[config.mk]
export PLATFORM = sky130hd
export DESIGN_NAME = multi_lerper
export DESIGN_NICKNAME = d
export VERILOG_FILES = /design/src/rtl/multi_lerper.sv
export SDC_FILE = /design/constraint.sdc
export NUM_CORES = 1
export LEC_CHECK = 0
export CORE_MARGIN = 2
export CORE_UTILIZATION = 60
export CTS_CLUSTER_DIAMETER = 50
export DETAILED_ROUTE_END_ITERATION = 10
export HOLD_SLACK_MARGIN = 0.03
export PLACE_DENSITY = 0.91
export REMOVE_ABC_BUFFERS = 1
export SLEW_MARGIN = 20
export SYNTH_ARGS = -nofsm -noshare
export SYNTH_HDL_FRONTEND = slang
export SYNTH_SLANG_ARGS = --single-unit
export TNS_END_PERCENT = 1
[constraint.sdc]
create_clock -name clk -period 9 [get_ports clk]
set_input_delay 1.8 -clock clk [delete_from_list [all_inputs] [get_ports clk]]
set_output_delay 1.8 -clock clk [all_outputs]
set_load 0.01 [all_outputs]
[src/rtl/multi_lerper.sv]
// Multi-channel slew-rate limiter: each channel ramps its output toward its target by i_step per clock.
// Optional one-cycle settle pulse per channel is enabled by defining MULTI_LERPER_SETTLE_PULSE_EN.
module multi_lerper #(
  parameter int SIGNAL_WIDTH = 16,
  parameter int CHANNELS     = 4,
  parameter int FRAC_BITS    = 8
) (
  input  logic                             clk,
  input  logic                             rstn,
  input  logic [CHANNELS*SIGNAL_WIDTH-1:0] i_signal,
  input  logic [15:0]                      i_step,
  output logic [CHANNELS*SIGNAL_WIDTH-1:0] o_signal,
  output logic [CHANNELS-1:0]              o_busy
`ifdef MULTI_LERPER_SETTLE_PULSE_EN
  ,
  output logic [CHANNELS-1:0]              o_settled
`endif
);

  localparam int AW = SIGNAL_WIDTH + FRAC_BITS;
  localparam int DW = AW + 1;

  typedef enum logic {
    IDLE = 1'b0,
    SLEW = 1'b1
  } state_e;

  for (genvar g = 0; g < CHANNELS; g++) begin : g_ch
    logic signed [SIGNAL_WIDTH-1:0] target;
    logic signed [AW-1:0]           target_acc;
    logic signed [AW-1:0]           step_acc;
    logic signed [AW-1:0]           acc_q, acc_d;
    logic signed [DW-1:0]           diff;
    logic        [DW-1:0]           abs_diff;
    logic        [DW-1:0]           step_ext;
    state_e                         state_q, state_d;

    assign target     = i_signal[g*SIGNAL_WIDTH +: SIGNAL_WIDTH];
    assign target_acc = {target, {FRAC_BITS{1'b0}}};
    assign step_ext   = DW'(i_step);
    assign step_acc   = step_ext[AW-1:0];

    // One extra bit so the distance between any target and accumulator cannot wrap.
    assign diff     = {target_acc[AW-1], target_acc} - {acc_q[AW-1], acc_q};
    assign abs_diff = diff[DW-1] ? -diff : diff;

    always_comb begin
      state_d = state_q;
      acc_d   = acc_q;
      case (state_q)
        IDLE: begin
          if (i_step == 16'd0) begin
            acc_d = target_acc;
          end else if (target != acc_q[AW-1:FRAC_BITS]) begin
            state_d = SLEW;
          end
        end
        SLEW: begin
          // Snap onto the target when the remaining distance fits in one step, so we never overshoot.
          if ((i_step == 16'd0) || (abs_diff <= step_ext)) begin
            acc_d   = target_acc;
            state_d = IDLE;
          end else if (diff[DW-1]) begin
            acc_d = acc_q - step_acc;
          end else begin
            acc_d = acc_q + step_acc;
          end
        end
      endcase
    end

    always_ff @(posedge clk) begin
      if (!rstn) begin
        acc_q   <= target_acc;
        state_q <= IDLE;
      end else begin
        acc_q   <= acc_d;
        state_q <= state_d;
      end
    end

    assign o_signal[g*SIGNAL_WIDTH +: SIGNAL_WIDTH] = acc_q[AW-1:FRAC_BITS];
    assign o_busy[g] = (state_q == SLEW);

`ifdef MULTI_LERPER_SETTLE_PULSE_EN
    logic settled_q, settled_d;

    assign settled_d = (state_q == SLEW) && (state_d == IDLE);

    always_ff @(posedge clk) begin
      if (!rstn) begin
        settled_q <= 1'b0;
      end else begin
        settled_q <= settled_d;
      end
    end

    assign o_settled[g] = settled_q;
`endif
  end

endmodule

=== Word level (Yosys, flattened, before mapping) ===
Index checks and enable logic that the tools add are counted.

* Bits of input ports: 82
* Register bits after elaboration: 100
* Memories kept: 0
* Bits in latches: 0
* Memory bits (writable): 0
* ROM bits: 0
* Output and inout port bits: 68

* Multiply operators: 0
* Reduce and logical (&&, ||, !) cells: 5
* Shift operators: 0
* Div/mod/pow operators: 0
* Magnitude comparators: 4
* Eq/ne operators: 12
* Bitwise logic cells: 4
* Multiplexer cells: 40
* $add $sub $neg: 16

{| class="wikitable"
|+ Operators with widths
! cell !! number
|-
| 24-bit two-way mux || 16
|-
| 24-bit one-hot mux with 2 select lines || 4
|-
| 25-bit by 16-bit less-or-equal comparator with 1-bit output || 4
|-
| 25-bit two-way mux || 4
|-
| 25-bit negator || 4
|-
| 24-bit by 24-bit subtractor with 25-bit output || 4
|-
| 24-bit by 17-bit adder with 24-bit output || 4
|-
| 24-bit by 17-bit subtractor with 24-bit output || 4
|-
| 16-bit inequality test || 4
|-
| 16-bit zero test || 1
|-
| 1-bit two-way mux || 12
|-
| 3-bit inequality test (second input constant) || 4
|-
| 2-bit inequality test (second input constant) || 4
|-
| 1-bit one-hot mux with 2 select lines || 4
|-
| 1-bit logical OR || 4
|-
| 1-bit inverter || 4
|}

=== Longest topological paths before layout ===
* Word-level depth: 8
* Mapped depth: 28

=== Worst setup path after synthesis ===
No wires, ideal clock.

* Kind: in2reg
* Start point: in i_signal[17]
* End point: reg g_ch[1].acc_q[12], data pin
* Setup time: 0.260 ns
* Setup slack: 1.245 ns
* Arrival: 7.495 ns
* Stages on the path: 23
* Cells stage by stage: ha_1 clkbuf_1 nand3_1 o31ai_1 o21ai_0 a211oi_1 o32a_1 clkbuf_1 buf_1 nor2_1 xnor2_1 ha_1 o21a_1 o21a_1 o21ai_0 a21oi_1 or4b_2 a311oi_1 o21ai_0 or4_4 a211oi_4 buf_8 mux2_4

* Word-level cells in the longest chain between the ends: 8
* Elaborated cells on any way between the ends: 9
* Those cells by class: add/sub (2); order compare (1); mux (5); reduce/logical (1)

{| class="wikitable"
|+ RTL lines
! element !! line !! source
|-
| from (decl) || 10 || <nowiki>input logic [CHANNELS*SIGNAL_WIDTH-1:0] i_signal,</nowiki>
|-
| 24-bit by 24-bit subtractor with 25-bit output * || 44 || <nowiki>assign diff = {target_acc[AW-1], target_acc} - {acc_q[AW-1], acc_q};</nowiki>
|-
| 25-bit negator || 45 || <nowiki>assign abs_diff = diff[DW-1] ? -diff : diff;</nowiki>
|-
| 25-bit two-way mux || 45 ||
|-
| 25-bit by 16-bit less-or-equal comparator with 1-bit output || 60 || <nowiki>if ((i_step == 16'd0) || (abs_diff <= step_ext)) begin</nowiki>
|-
| 1-bit logical OR || 60 ||
|-
| 24-bit two-way mux * || 60 ||
|-
| 24-bit one-hot mux with 2 select lines * || 50 || <nowiki>case (state_q)</nowiki>
|-
| 24-bit two-way mux * || 73 || <nowiki>if (!rstn) begin</nowiki>
|-
| to (signal assigned) || 74 || <nowiki>acc_q <= target_acc;</nowiki>
|-
| to (decl) || 32 || <nowiki>logic signed [AW-1:0] acc_q, acc_d;</nowiki>
|}

Every way passes the cells marked *; elsewhere a longest branch is shown, timed or not.
A chain may end at the register's enable or synchronous reset.

=== Worst setup path after layout ===
* Start point: in i_signal[17]
* End point: reg g_ch[1].acc_q[8], data pin

Same word-level chain as after synthesis.

==> flow_metrics.py <==
metrics = {
    "drt": {
        "wl_per_cell_um": 20.0,
        "antenna_left": 0,
        "wl_met2_mm": 26.5,
        "viasPerCell": 6.75,
        "drt-pass1-iter-count": 7,
        "routed_wirelength_mm": 57.7,
        "wl_met1_mm": 22.8,
        "vias": 19500,
        "drc": 0,
        "dr.max_layer_used": "met4",
        "wl_met3_mm": 5.35,
        "first_iter_violations": 2199,
    },
    "outcome": {
        "run_status": "completed",
    },
    "floorplan": {
        "start_util_pct": 61.0,
        "fp.dieArea_um2": 33500,
        "row_count": 65,
        "die_h_um": 183,
        "num_io_pins": 150,
        "coreArea_um2": 31600,
        "die_w_um": 183,
    },
    "final_layout": {
        "drive_above_1_share_pct": 6.28,
        "nets": 2791,
        "stdcell_area_um2": 20700,
        "syn2layout_area_growth_pct": 7.64,
    },
    "setup_path": {
        "worstPathArrival_ps": 8320,
        "startpoint": "i_signal[17]",
        "cp.required_ps": 9140,
        "endpoint_kind": "register",
        "path_class": "in2reg",
        "start_kind": "input pin",
        "worst-path-max-fanout": 25,
        "r2r-start": "g_ch[1].acc_q[1]$_SDFFE_PN0P_",
    },
    "synth": {
        "yosys.area.top_type": "ha_1",
        "synthMuxAreaShare_pct": 3.58,
        "ys_seq_elements": 100,
        "ys.flop_type": "edfxtp_1",
        "synthTopCellsByArea": "ha_1 (15%), edfxtp_1 (10%), xnor2_1 (9.0%)",
        "yosysSeqAreaShare_pct": 13.7,
        "synth_edf_count": 64,
        "avgSynthCellArea_um2": 7.80,
        "synth_compound_area_share_pct": 24.3,
        "yosys.area_share.simple_pct": 23.1,
        "synth_top_area_share_pct": 14.6,
        "synthXorXnorAreaFrac_pct": 12.1,
        "netlist_instances": 2470,
        "synth_top_family_by_area": "compound AO/OA/AOI/OAI gates",
        "yosysWarnings": 0,
        "yosysUniqueCellTypes": 106,
        "synthArstFlopShare_pct": 0,
        "netlist_area_um2": 19300,
        "synthAdderAreaFrac_pct": 15.0,
    },
    "sta": {
        "relSlewSlack_pct": 30.7,
        "fmax_mhz": 122,
        "fin_ws_ps": 824,
        "rsz0062_at_grt": "no",
        "setup_violations": 0,
        "slew_violations": 0,
        "hold_violations": 0,
        "fin_skew_ps": 11.5,
        "setup_tns_ps": 0,
        "timing.final.crit_period_ps": 8180,
        "post-route-period-util_pct": 90.8,
        "hold_slack_ps": 623,
        "tightestPinTransition_ps": 1010,
    },
    "placement": {
        "dp_hpwl_mm": 44.5,
        "place_ws_ps": 504,
        "place.gp.congestion": 0.982,
        "place_area_um2": 20500,
        "io_buffers": 149,
    },
    "clocking": {
        "cts_buffers": 9,
        "root_buffer": "clkbuf_16",
        "post-cts-setup-buffers": 0,
        "insertion_delay_ps": 400,
        "clk_pin_slew_worst_paths_ps": 70,
        "cts.sinks": 100,
        "htreeDepth": 3,
        "hold_buffers": 0,
        "clock_path_buffers": 2,
        "ctsResizeCount": 0,
        "cts_tree": "done",
    },
    "global_routing": {
        "track_usage_pct": 33.5,
        "grt_pass1_wl_mm": 92.0,
        "grt_max_degree": 31,
        "grt-ovfl-total": 0,
        "antenna_found_initial": 1,
        "grt_pass1_vias": 18600,
    },
    "hold_path": {
        "hp-class": "reg2reg",
        "min-delay-start": "g_ch[1].acc_q[7]$_SDFFE_PN0P_",
    },
    "job": {
        "cap_violations": 0,
    },
}
==> critical path, stage by stage <==
cell             delay [ps]
clkdlybuf4s50_1         440
ha_1                    420
nand3_1                 340
o31ai_1                 160
o21ai_0                 330
a211oi_1                180
o32ai_2                 710
nand2_1                 140
xnor2_1                 160
ha_1                    300
nor2b_1                 150
o21a_1                  170
o21a_1                  160
o21ai_0                 160
a21oi_1                 100
or4b_2                  640
a311oi_1                270
o21ai_0                 130
or4_4                   530
a211oi_4                230
buf_4                   400
mux2_2                  380
==> cells in the final DEF (no fill, tap or decap), types with 35 or more instances in the layout <==
cell / synthesis / routed
a21o_1: 58 / 58
a21oi_1: 131 / 131
clkdlybuf4s50_1: 0 / 149
dfxtp_1: 36 / 36
edfxtp_1: 64 / 64
ha_1: 225 / 225
inv_1: 145 / 145
nand2_1: 199 / 198
nand2b_1: 39 / 39
nand3_1: 55 / 55
nand4_1: 35 / 35
nor2_1: 180 / 180
nor3_1: 73 / 73
o21ai_0: 121 / 121
or3_1: 40 / 40
xnor2_1: 198 / 198
xor2_1: 69 / 69
==> layer usage <==
layer,up-vias,global-route usage [%]
li1,9117,-
met1,9065,41.2
met2,1069,55.6
met3,235,5.86
met4,0,18.8
met5,-,0
==> registers in the layout, summed over array words and instances (netlist names) <==
| signal | count |
|---|---|
| g_ch.acc_q | 96 |
| g_ch.state_q | 4 |
==> final timing paths <==
| path | to | slack, ps | cells past startpoint |
|---|---|---|---|
| max | g_ch[1].acc_q[8]$_DFFE_PP_ | 820 | 22 |
| min | g_ch[1].acc_q[7]$_SDFFE_PN0P_ | 620 | 2 |
| max reg2reg | g_ch[1].acc_q[8]$_DFFE_PP_ | 2090 | 21 |
| min reg2reg | g_ch[1].acc_q[7]$_SDFFE_PN0P_ | 620 | 2 |
==> cell type report <==
| cell class | count | area [um^2] |
|---|---|---|
| clock buffers | 10 | 229 |
| multi-input cells | 2045 | 15100 |
| diodes | 2 | 5.00 |
| repair buffers | 170 | 1650 |
| inverters | 154 | 578 |
| well taps | 402 | 503 |
| flip-flops and latches | 100 | 2640 |
| fillers | 2592 | 10800 |
| clock inverters | 5 | 28.8 |
==> synth_stat cells, drive strengths merged, types with 10 or more instances <==
library cell,instances
nor3,75
nand3,55
xor2,69
clkbuf,64
a211oi,26
nand2b,39
ha,225
o31ai,36
buf,107
o41ai,10
o22ai,15
o21ai,127
nor3b,11
a21oi,131
or4,16
xnor2,198
inv,145
dfxtp,36
nor4,35
nor4b,17
o21a,32
a2111oi,13
nor2,180
a211o,11
o211ai,18
o21bai,14
nor2b,26
or3,40
a21o,58
a31oi,28
edfxtp,64
and2,17
a22o,11
nand4,35
nand2,199
and3,33
or2,13
a32oi,18
mux2,48
==> stage by stage <==
step                      util (%)  cells
final                         65.7   2888
after global routing          65.7   2886
after CTS                     65.7   2886
after detailed placement      64.8   2871
after global placement        64.8   2871
after floorplan                  -   2299
==> logic make-up (layout without fill, tap and decap cells) <==
kind of cell | count (synthesis) | count (layout)
AOI/OAI and AO/OA | 660 | 660
buffers and inverters | 325 | 339
and+or+nand+nor | 834 | 834
muxes | 55 | 55
xor gates and xnor gates | 267 | 267
adders and majority gates | 229 | 229
DFF | 100 | 100
other | 0 | 2
Power is not shown: default switching activity piles up to over one toggle a cycle in this logic, so the estimate is an artifact.
